==> config.mk <==
export PLATFORM = sky130hd
export DESIGN_NAME = jtopl_noise_ctl
export DESIGN_NICKNAME = d
export VERILOG_FILES = /design/src/rtl/jtopl_pkg.sv /design/src/rtl/jtopl_noise_lfsr.sv /design/src/rtl/jtopl_noise_ctl.sv
export SDC_FILE = /design/constraint.sdc
export NUM_CORES = 1
export LEC_CHECK = 0
export ABC_AREA = 1
export BUFFER_PORTS_ARGS = -buffer_cell sky130_fd_sc_hd__buf_2
export CAP_MARGIN = 20
export CORE_ASPECT_RATIO = 0.75
export CORE_MARGIN = 3
export CORE_UTILIZATION = 52
export DETAILED_ROUTE_END_ITERATION = 7
export PLACE_DENSITY = 0.78
export SYNTH_ARGS = -nofsm -noshare
export SYNTH_HDL_FRONTEND = slang
export SYNTH_SLANG_ARGS = --single-unit
==> constraint.sdc <==
create_clock -name clk_i -period 2.2 [get_ports clk_i]
set_input_delay 0.11 -clock clk_i [delete_from_list [all_inputs] [get_ports clk_i]]
set_output_delay 0.11 -clock clk_i [all_outputs]
set_load 0.01 [all_outputs]
==> src/rtl/jtopl_pkg.sv <==
// jtopl_pkg: constants and small helpers shared by the OPL rhythm noise logic.
//   LFSR_W     noise register width
//   LFSR_SEED  value the noise register restarts from
//   FB_TAP     second feedback tap (the first tap is bit 0)
//   req_idx_e  requester positions in the req/gnt vectors
//   rr_next    round-robin successor of a requester index
package jtopl_pkg;

  localparam int          LFSR_W    = 23;
  localparam logic [22:0] LFSR_SEED = 23'h400000;
  localparam int          FB_TAP    = 14;
  localparam int          NREQ      = 3;

  typedef enum logic [1:0] {
    REQ_HH = 2'd0,
    REQ_SD = 2'd1,
    REQ_TC = 2'd2
  } req_idx_e;

  // Successor of a requester index, wrapping after the top-cymbal slot.
  function automatic logic [1:0] rr_next(input logic [1:0] idx);
    return (idx == 2'(REQ_TC)) ? 2'(REQ_HH) : idx + 2'd1;
  endfunction

endpackage

==> src/rtl/jtopl_noise_lfsr.sv <==
// jtopl_noise_lfsr: 23-bit rhythm noise shift register.
// Optional feature macro: JTOPL_NOISE_LOAD_EN (enables the seed load path).
// Ports:
//   clk_i    system clock
//   rst_i    synchronous active-high reset
//   step_i   advance the register by one position
//   load_i   load seed_i (only with JTOPL_NOISE_LOAD_EN, wins over step_i)
//   seed_i   value to load
//   lfsr_o   current register contents
//   step0_o  bit 0 the register holds after a step from its current value
module jtopl_noise_lfsr
  import jtopl_pkg::*;
(
  input  logic              clk_i,
  input  logic              rst_i,
  input  logic              step_i,
  input  logic              load_i,
  input  logic [LFSR_W-1:0] seed_i,
  output logic [LFSR_W-1:0] lfsr_o,
  output logic              step0_o
);

  logic [LFSR_W-1:0] lfsr_q;
  logic [LFSR_W-1:0] lfsr_d;
  logic [LFSR_W-1:0] stepped;
  logic              fb;

  // A cleared register would shift zeros forever, so feedback is forced high
  // to pull it back to the seed value on the next step.
  always_comb begin
    fb = lfsr_q[0] ^ lfsr_q[FB_TAP];
    if (lfsr_q == '0) fb = 1'b1;
    stepped = {fb, lfsr_q[LFSR_W-1:1]};
    lfsr_d  = lfsr_q;
    if (step_i) lfsr_d = stepped;
`ifdef JTOPL_NOISE_LOAD_EN
    if (load_i) lfsr_d = seed_i;
`endif
  end

`ifndef JTOPL_NOISE_LOAD_EN
  logic unused_load;
  assign unused_load = ^{load_i, seed_i};
`endif

  always_ff @(posedge clk_i) begin
    if (rst_i) lfsr_q <= LFSR_SEED;
    else       lfsr_q <= lfsr_d;
  end

  assign lfsr_o  = lfsr_q;
  assign step0_o = stepped[0];

endmodule

==> src/rtl/jtopl_noise_ctl.sv <==
// jtopl_noise_ctl: per-sample slot counter, noise LFSR scheduling, noise-bit
// snapshot and round-robin sharing of that bit among HH, SD and TC.
// Optional feature macro: JTOPL_NOISE_LOAD_EN (seed load into the LFSR).
// Ports:
//   clk_i     system clock
//   rst_i     synchronous active-high reset (overrides cen_i)
//   cen_i     clock enable for all state
//   rhy_en_i  rhythm mode; no grants while low
//   req_i     requests, bit0 HH, bit1 SD, bit2 TC
//   load_i    seed load strobe (feature macro only)
//   seed_i    seed value (feature macro only)
//   gnt_o     one-hot grant, one cen cycle wide
//   nbit_o    noise bit handed out with the grant
//   slot_o    slot index within the sample
//   smp_o     high while slot_o is 0
module jtopl_noise_ctl
  import jtopl_pkg::*;
#(
  parameter int SLOTS = 18
) (
  input  logic              clk_i,
  input  logic              rst_i,
  input  logic              cen_i,
  input  logic              rhy_en_i,
  input  logic [NREQ-1:0]   req_i,
  input  logic              load_i,
  input  logic [LFSR_W-1:0] seed_i,
  output logic [NREQ-1:0]   gnt_o,
  output logic              nbit_o,
  output logic [4:0]        slot_o,
  output logic              smp_o
);

  localparam logic [4:0] SLOT_LAST = 5'(SLOTS - 1);

  logic [4:0]        slot_q;
  logic              smp_q;
  logic              snap_q;
  logic [NREQ-1:0]   srv_q;
  logic [1:0]        ptr_q;
  logic [NREQ-1:0]   gnt_q;
  logic              nbit_q;

  logic              boundary;
  logic [LFSR_W-1:0] lfsr_w;
  logic              step0_w;
  logic              snap_d;
  logic [NREQ-1:0]   srv_eff;
  logic [NREQ-1:0]   elig;
  logic              grant_vld;
  logic [1:0]        grant_idx;
  logic [1:0]        idx;
  logic [NREQ-1:0]   grant_oh;

  assign boundary = cen_i && (slot_q == SLOT_LAST);

  jtopl_noise_lfsr u_lfsr (
    .clk_i   (clk_i),
    .rst_i   (rst_i),
    .step_i  (boundary),
    .load_i  (cen_i & load_i),
    .seed_i  (seed_i),
    .lfsr_o  (lfsr_w),
    .step0_o (step0_w)
  );

  // On the wrap cycle the served mask is cleared before arbitration and the
  // new snapshot is taken from the LFSR's post-step bit, so a grant landing
  // on that cycle already belongs to the new sample.
  always_comb begin
    snap_d    = boundary ? step0_w : snap_q;
    srv_eff   = boundary ? '0 : srv_q;
    elig      = req_i & ~srv_eff;
    grant_vld = 1'b0;
    grant_idx = ptr_q;
    idx       = ptr_q;
    for (int k = 0; k < NREQ; k++) begin
      if (!grant_vld && elig[idx]) begin
        grant_vld = 1'b1;
        grant_idx = idx;
      end
      idx = rr_next(idx);
    end
    grant_vld = grant_vld & rhy_en_i;
    grant_oh  = 3'b001 << grant_idx;
  end

  always_ff @(posedge clk_i) begin
    if (rst_i) begin
      slot_q <= '0;
      smp_q  <= 1'b1;
      snap_q <= 1'b0;
      srv_q  <= '0;
      ptr_q  <= 2'(REQ_HH);
      gnt_q  <= '0;
      nbit_q <= 1'b0;
    end else if (cen_i) begin
      slot_q <= boundary ? '0 : slot_q + 5'd1;
      smp_q  <= boundary;
      snap_q <= snap_d;
      if (grant_vld) begin
        gnt_q  <= grant_oh;
        nbit_q <= snap_d;
        ptr_q  <= rr_next(grant_idx);
        srv_q  <= srv_eff | grant_oh;
      end else begin
        gnt_q  <= '0;
        srv_q  <= srv_eff;
      end
    end
  end

  assign gnt_o  = gnt_q;
  assign nbit_o = nbit_q;
  assign slot_o = slot_q;
  assign smp_o  = smp_q;

endmodule

# --- After elaboration in Yosys (flattened, before gate mapping) ---
# Cells that the tools add are included.
totals:
  in_bits: 31
  out_inout_bits: 10
  ff_bits: 39
op_classes:
  addsub: 4
  reduce_logical: 7
  n_bitwise: 5
  n_eq_ne: 4
  mux: 20
  shifts: 1
  n_lt_le_gt_ge: 3
ops:
  columns: ["operator", "count"]
  rows:
  - ["$logic_not A23 Y1", 1]
  - ["$mux W2", 5]
  - ["$lt A2 B3 Y1 const B", 3]
  - ["$mux W3", 3]
  - ["$mux W1", 8]
  - ["$add A2 B1 Y2 const B", 3]
  - ["$bmux W1 S2", 3]
  - ["$eq A2 B2 Y1 const B", 3]
  - ["$add A5 B1 Y5 const B", 1]
  - ["$eq A5 B5 Y1 const B", 1]
  - ["$mux W5", 1]
  - ["$and A3 B3 Y3", 1]
  - ["$logic_and A1 B1 Y1", 3]
  - ["$not A3 Y3", 1]
  - ["$or A3 B3 Y3", 1]
  - ["$shl A1 B2 Y3 const A", 1]
  - ["$logic_not A1 Y1", 2]
  - ["$reduce_and A2 Y1", 1]
  - ["$and A1 B1 Y1", 1]
  - ["$xor A1 B1 Y1", 1]

# --- Longest topological paths before layout ---
depth:
  ltp_word: 17
  mapped_depth: 16

# --- Cells and area by module ---
# Synthesis repeated with hierarchy kept, for this count alone.
hier_totals:
  cells_unflattened: 239
  area_unflattened_um2: 1789.2
modules_own_cells:
  columns: ["mod", "area_each_um2", "cells_each", "instances", "seq_area_each_um2"]
  rows:
  - ["jtopl_noise_lfsr", 898.4, 122, 1, 460.4]
  - ["jtopl_noise_ctl", 890.9, 117, 1, 320.3]

# --- Least setup slack after synthesis ---
# Ideal clock, no wire load.
synth_timing:
  path_kind: "register to register"
  startpoint: "register slot_q[0], in the netlist slot_o[0]"
  endpoint: "register gnt_q[0], in the netlist gnt_o[0]"
  arrival_ps: 1672
  path_buffers: 0
  t_required_ps: 2068
  setup_ps: 132
  synth_period_minus_slack_ps: 1804
  path_slack_ps: 396
  path_stages_with_launch: 15
  cell_sequence: "dfxtp_1 ha_1 inv_1 nor2_1 nand2_4 nand2_4 nand2_1 nand2_1 nand3_4 nand3_4 clkinv_2 nand2_1 nand2_2 nand3_2 a21oi_1"
synth_between:
  elab_chain_len: 16
  word_cells_on_any_way: 23
  classes_between: "eq/ne (1); shift (1); mux (13); bitwise (3); reduce/logical (5)"
synth_lines:
  columns: ["element", "line", "rtl"]
  rows:
  - ["start: declaration", "jtopl_noise_ctl.sv:36", "logic [4:0] slot_q;"]
  - ["start signal: assignment", "jtopl_noise_ctl.sv:98", "slot_q <= boundary ? '0 : slot_q + 5'd1;"]
  - ["$eq A5 B5 Y1 *", "jtopl_noise_ctl.sv:55", "assign boundary = cen_i && (slot_q == SLOT_LAST);"]
  - ["$logic_and A1 B1 Y1 *", "jtopl_noise_ctl.sv:55", null]
  - ["$mux W3 *", "jtopl_noise_ctl.sv:72", "srv_eff = boundary ? '0 : srv_q;"]
  - ["$not A3 Y3 *", "jtopl_noise_ctl.sv:73", "elig = req_i & ~srv_eff;"]
  - ["$and A3 B3 Y3 *", "jtopl_noise_ctl.sv:73", null]
  - ["$bmux W1 S2", "jtopl_noise_ctl.sv:78", "if (!grant_vld && elig[idx]) begin"]
  - ["$mux W1 (implied by the code)", "jtopl_noise_ctl.sv:78", null]
  - ["$mux W1", "jtopl_noise_ctl.sv:78", null]
  - ["$logic_not A1 Y1", "jtopl_noise_ctl.sv:78", null]
  - ["$logic_and A1 B1 Y1", "jtopl_noise_ctl.sv:78", null]
  - ["$mux W1", "jtopl_noise_ctl.sv:78", null]
  - ["$logic_not A1 Y1", "jtopl_noise_ctl.sv:78", null]
  - ["$logic_and A1 B1 Y1", "jtopl_noise_ctl.sv:78", null]
  - ["$mux W2 / $mux W1 (equally long branches)", "jtopl_noise_ctl.sv:78", null]
  - ["$shl A1 B2 Y3 / $and A1 B1 Y1 (equally long branches)", "jtopl_noise_ctl.sv:85, jtopl_noise_ctl.sv:84", null]
  - ["$mux W3 *", "jtopl_noise_ctl.sv:101", "if (grant_vld) begin"]
  - ["end signal: assignment", "jtopl_noise_ctl.sv:102", "gnt_q <= grant_oh;"]
  - ["end: declaration", "jtopl_noise_ctl.sv:41", "logic [NREQ-1:0] gnt_q;"]
# Mark *: on every way between the ends. The rest lies on a longest branch, timed or not. The select of a mux whose other input is x is not followed.
# A chain may end at the register's enable or synchronous reset.

# --- Final worst setup path ---
layout_timing:
  startpoint: "register slot_q[1], in the netlist slot_o[1]"
  endpoint: "register srv_q[0]"
layout_between:
  elab_chain_len: 17
  word_cells_on_any_way: 24
  classes_between: "eq/ne (1); shift (1); mux (13); bitwise (4); reduce/logical (5)"
layout_lines:
  columns: ["element", "line", "rtl"]
  rows:
  - ["$eq A5 B5 Y1 *", "jtopl_noise_ctl.sv:55", null]
  - ["$logic_and A1 B1 Y1 *", "jtopl_noise_ctl.sv:55", null]
  - ["$mux W3 *", "jtopl_noise_ctl.sv:72", null]
  - ["$not A3 Y3", "jtopl_noise_ctl.sv:73", null]
  - ["$and A3 B3 Y3", "jtopl_noise_ctl.sv:73", null]
  - ["$bmux W1 S2", "jtopl_noise_ctl.sv:78", null]
  - ["$mux W1 (implied by the code)", "jtopl_noise_ctl.sv:78", null]
  - ["$mux W1", "jtopl_noise_ctl.sv:78", null]
  - ["$logic_not A1 Y1", "jtopl_noise_ctl.sv:78", null]
  - ["$logic_and A1 B1 Y1", "jtopl_noise_ctl.sv:78", null]
  - ["$mux W1", "jtopl_noise_ctl.sv:78", null]
  - ["$logic_not A1 Y1", "jtopl_noise_ctl.sv:78", null]
  - ["$logic_and A1 B1 Y1", "jtopl_noise_ctl.sv:78", null]
  - ["$mux W2", "jtopl_noise_ctl.sv:78", null]
  - ["$shl A1 B2 Y3", "jtopl_noise_ctl.sv:85", "grant_oh = 3'b001 << grant_idx;"]
  - ["$or A3 B3 Y3", "jtopl_noise_ctl.sv:105", "srv_q <= srv_eff | grant_oh;"]
  - ["$mux W3 *", "jtopl_noise_ctl.sv:101", null]
  - ["end signal: assignment", "jtopl_noise_ctl.sv:105", null]
  - ["end signal: assignment", "jtopl_noise_ctl.sv:108", "srv_q <= srv_eff;"]
  - ["end: declaration", "jtopl_noise_ctl.sv:39", "logic [NREQ-1:0] srv_q;"]
# Marks and branches as above.

==> results_dict.tcl <==
set metrics [dict create \
    synth_cells 208 \
    grt_overflow 0 \
    syn-num-nets 241 \
    min_from "rst_i" \
    worstPathRequired_ns 2.42 \
    path_class "flop to flop" \
    root_buffer "clkbuf_8" \
    firstDrtPassIters 4 \
    report.power.total_mw 1.495 \
    crit_path_start "slot_o[1]" \
    tns_ns 0 \
    hold_buffers 0 \
    route.detailed.drc 0 \
    hold_end "slot_o[3]" \
    tightest_slew_ns 0.6229 \
    numPortBuffers 16 \
    drt_iter0_drc 80 \
    clkTransAtPathRegs_ns 0.07 \
    die_h_um 55.54 \
    arrival_ns 2.20 \
    syn_area_sq_um 1702 \
    synth-seq-cells 39 \
    slew_headroom_pct 58.43 \
    synth_cell_types 29 \
    cp_max_fo 7 \
    cts.sinks 39 \
    hold_class "input pin to flop" \
    drive_gt1_share_pct 20.09 \
    ff2ff_setup_slack_ns 0.23 \
    ant_nets 0 \
    cp_cell_sequence "inv_1 -> ha_1 -> inv_1 -> nor2_1 -> nand2_4 -> nand2_4 -> nand3_1 -> nand3_2 -> inv_2 -> o211ai_1 -> nand2_2 -> inv_2 -> nand3_2 -> a21oi_1" \
    area_growth_pct 10.15 \
    grt_usage_pct 17.86 \
    cts_buffers 5 \
    hold_viol_final 0 \
    place.gp.congestion 0.8316 \
    fp-row-count 17 \
    fin_hold_ws_ns 0.1641 \
    start_util_pct 55.94 \
    cts_buffer_depth 2 \
    timing.final.crit_period_ns 1.972 \
    vias 1372 \
    ys_warn_count 0 \
    cts_tree "done" \
    dieArea_sq_um 4002 \
    wl_um 3210 \
    postLayoutCellArea_sq_um 1874 \
    vdd_drop_max_v 0.0005776 \
    max_freq_ghz 0.5071 \
    antenna_found_initial 0 \
    num_io_pins 41 \
    fin_ws_ns 0.2279 \
    r2r_end "srv_q[0]" \
    power.density_nw_per_um2 797.6 \
    hold_depth 2 \
    maxSlewViolCount 0 \
    synth_top_cell_area_share_pct 45.88 \
    grt_max_degree 23 \
    clock_latency_ns 0.29 \
    rsz0062_at_grt "no" \
    slowest_delay_ns 0.34 \
    htreeDepth 2 \
    ys_seq_area_share_pct 45.88 \
    place_area_sq_um 1802 \
    grt_pass1_vias 1210 \
    n_antenna_cell 0 \
    maxCapViolCount 0 \
    yosys.area.top_type "dfxtp_1" \
    worstReg2RegStart "slot_o[1]" \
    cp-start-kind "flop" \
    run_status "finished clean" \
    postSynthAreaPerCell_sq_um 8.181 \
    viasPerCell 5.237 \
    fin_nets 258 \
    skew_ns 0.005318 \
    post_cts_buffers 0 \
    reg2reg_depth 14 \
    dp_slack_ns 0.2533 \
    core_area_sq_um 3042 \
    setup_violations 0 \
    post-route-period-util_pct 89.64 \
    crit_path_top_delay_cell "dfxtp_1" \
    die_w_um 72.06 \
    p_leak_nw 0.8026 \
    synth.area.top_cells "dfxtp_1 (46%), inv_1 (7.5%), o22ai_1 (7.4%)" \
    avgRoutedWirePerCell_um 12.25 \
    grt_pass1_wl_um 5554 \
    hpwl_um 2375 \
    cts_resized 0 \
    end_kind "flop" \
]
==> Yosys cell counts (all sizes together) <==
library cell  instances
xor2                  2
and3                  1
xnor2                 1
buf                   2
o22ai                20
nand3                17
ha                    2
a32oi                 1
nor3                  2
o32ai                 1
nand2                45
o21ai                 2
inv                  36
nor2                 10
a21oi                12
a22oi                 1
nor4                  3
nand4                 4
clkinv                1
clkbuf                5
o211ai                1
dfxtp                39
==> flip-flops by register name, indices dropped and copies added, names as in the netlist <==
signal / flops
ptr_q: 2
srv_q: 3
slot_o: 5
u_lfsr.lfsr_o: 23
smp_o: 1
gnt_o: 3
nbit_o: 1
snap_q: 1
==> placed cells by master (no fill, tap or decap) <==
cell      Yosys  layout
dfxtp_1      39      39
inv_1        34      34
nand2_1      33      33
o22ai_1      20      20
buf_2         1      16
a21oi_1      12      12
nand3_1      11      11
nor2_1        8       8
nand2_2       7       7
nand2_4       5       5
clkbuf_8      0       5
nand4_1       4       4
nand3_2       4       4
nor4_1        3       3
nor2_4        2       2
xor2_1        2       2
nor3_1        2       2
nand3_4       2       2
inv_2         2       2
o21ai_0       2       2
ha_1          2       2
and3_1        1       1
o32ai_1       1       1
a22oi_1       1       1
clkinv_2      1       1
o211ai_1      1       1
xnor2_1       1       1
a32oi_1       1       1
clkbuf_1      5       1
buf_4         0       1
==> worst max-delay path: cells and delay by family, from the launching register on <==
family / cells / cell delay (ns)
adder cells (fa/ha/maj): 1 / 0.13
buffers and inverters: 4 / 0.30
flip-flops: 1 / 0.34
AND/OR/NAND/NOR: 7 / 0.86
AO/OA/AOI/OAI: 2 / 0.26
==> worst max-delay path by stage <==
stage,slack (ns),endpoint
global route,0.04,u_lfsr.lfsr_o[9]
detailed placement,0.25,srv_q[0]
floorplan,0.40,gnt_o[0]
global placement,0.29,srv_q[0]
CTS,0.23,srv_q[0]
finish,0.23,srv_q[0]
==> where the power goes <==
part	internal [mW]	leakage [nW]	switching (mW)
Clock	0.211	0.0371	0.225
Sequential	0.732	0.316	0.0204
Combinational	0.104	0.450	0.203
==> cell families (layout without fill, tap and decap cells) <==
kind of cell | count (synthesis) | count (layout) | share of synthesized area (%)
XOR/XNOR | 3 | 3 | 1.544
flip-flops | 39 | 39 | 45.88
buffers and inverters | 44 | 60 | 10.29
AND/OR/NAND/NOR | 82 | 82 | 27.43
adder cells (fa/ha/maj) | 2 | 2 | 1.470
AO/OA/AOI/OAI | 38 | 38 | 13.38
==> metrics by stage <==
step | util, % | cells
after global routing | 61.62 | 262
after floorplan | - | 208
final | 61.62 | 262
after CTS | 61.62 | 262
after detailed placement | 59.23 | 256
after global placement | 59.23 | 256
==> layout make-up <==
| cell class | instances | area (sq um) |
|---|---|---|
| well taps | 38 | 47.55 |
| repair buffers | 17 | 87.58 |
| flip-flops and latches | 39 | 780.7 |
| multi-input cells | 125 | 745.7 |
| clock buffers | 6 | 72.57 |
| inverters | 37 | 140.1 |
| fillers | 274 | 1167 |
==> layer usage <==
layer	global-route usage (%)	vias to the layer above	wire, um
met1	27.53	609	1708
li1	-	717	-
met2	21.73	43	1186
met3	7.455	3	274
met5	0	-	0
met4	5.630	0	41
Note: power is estimated with default switching activity, not from simulation.
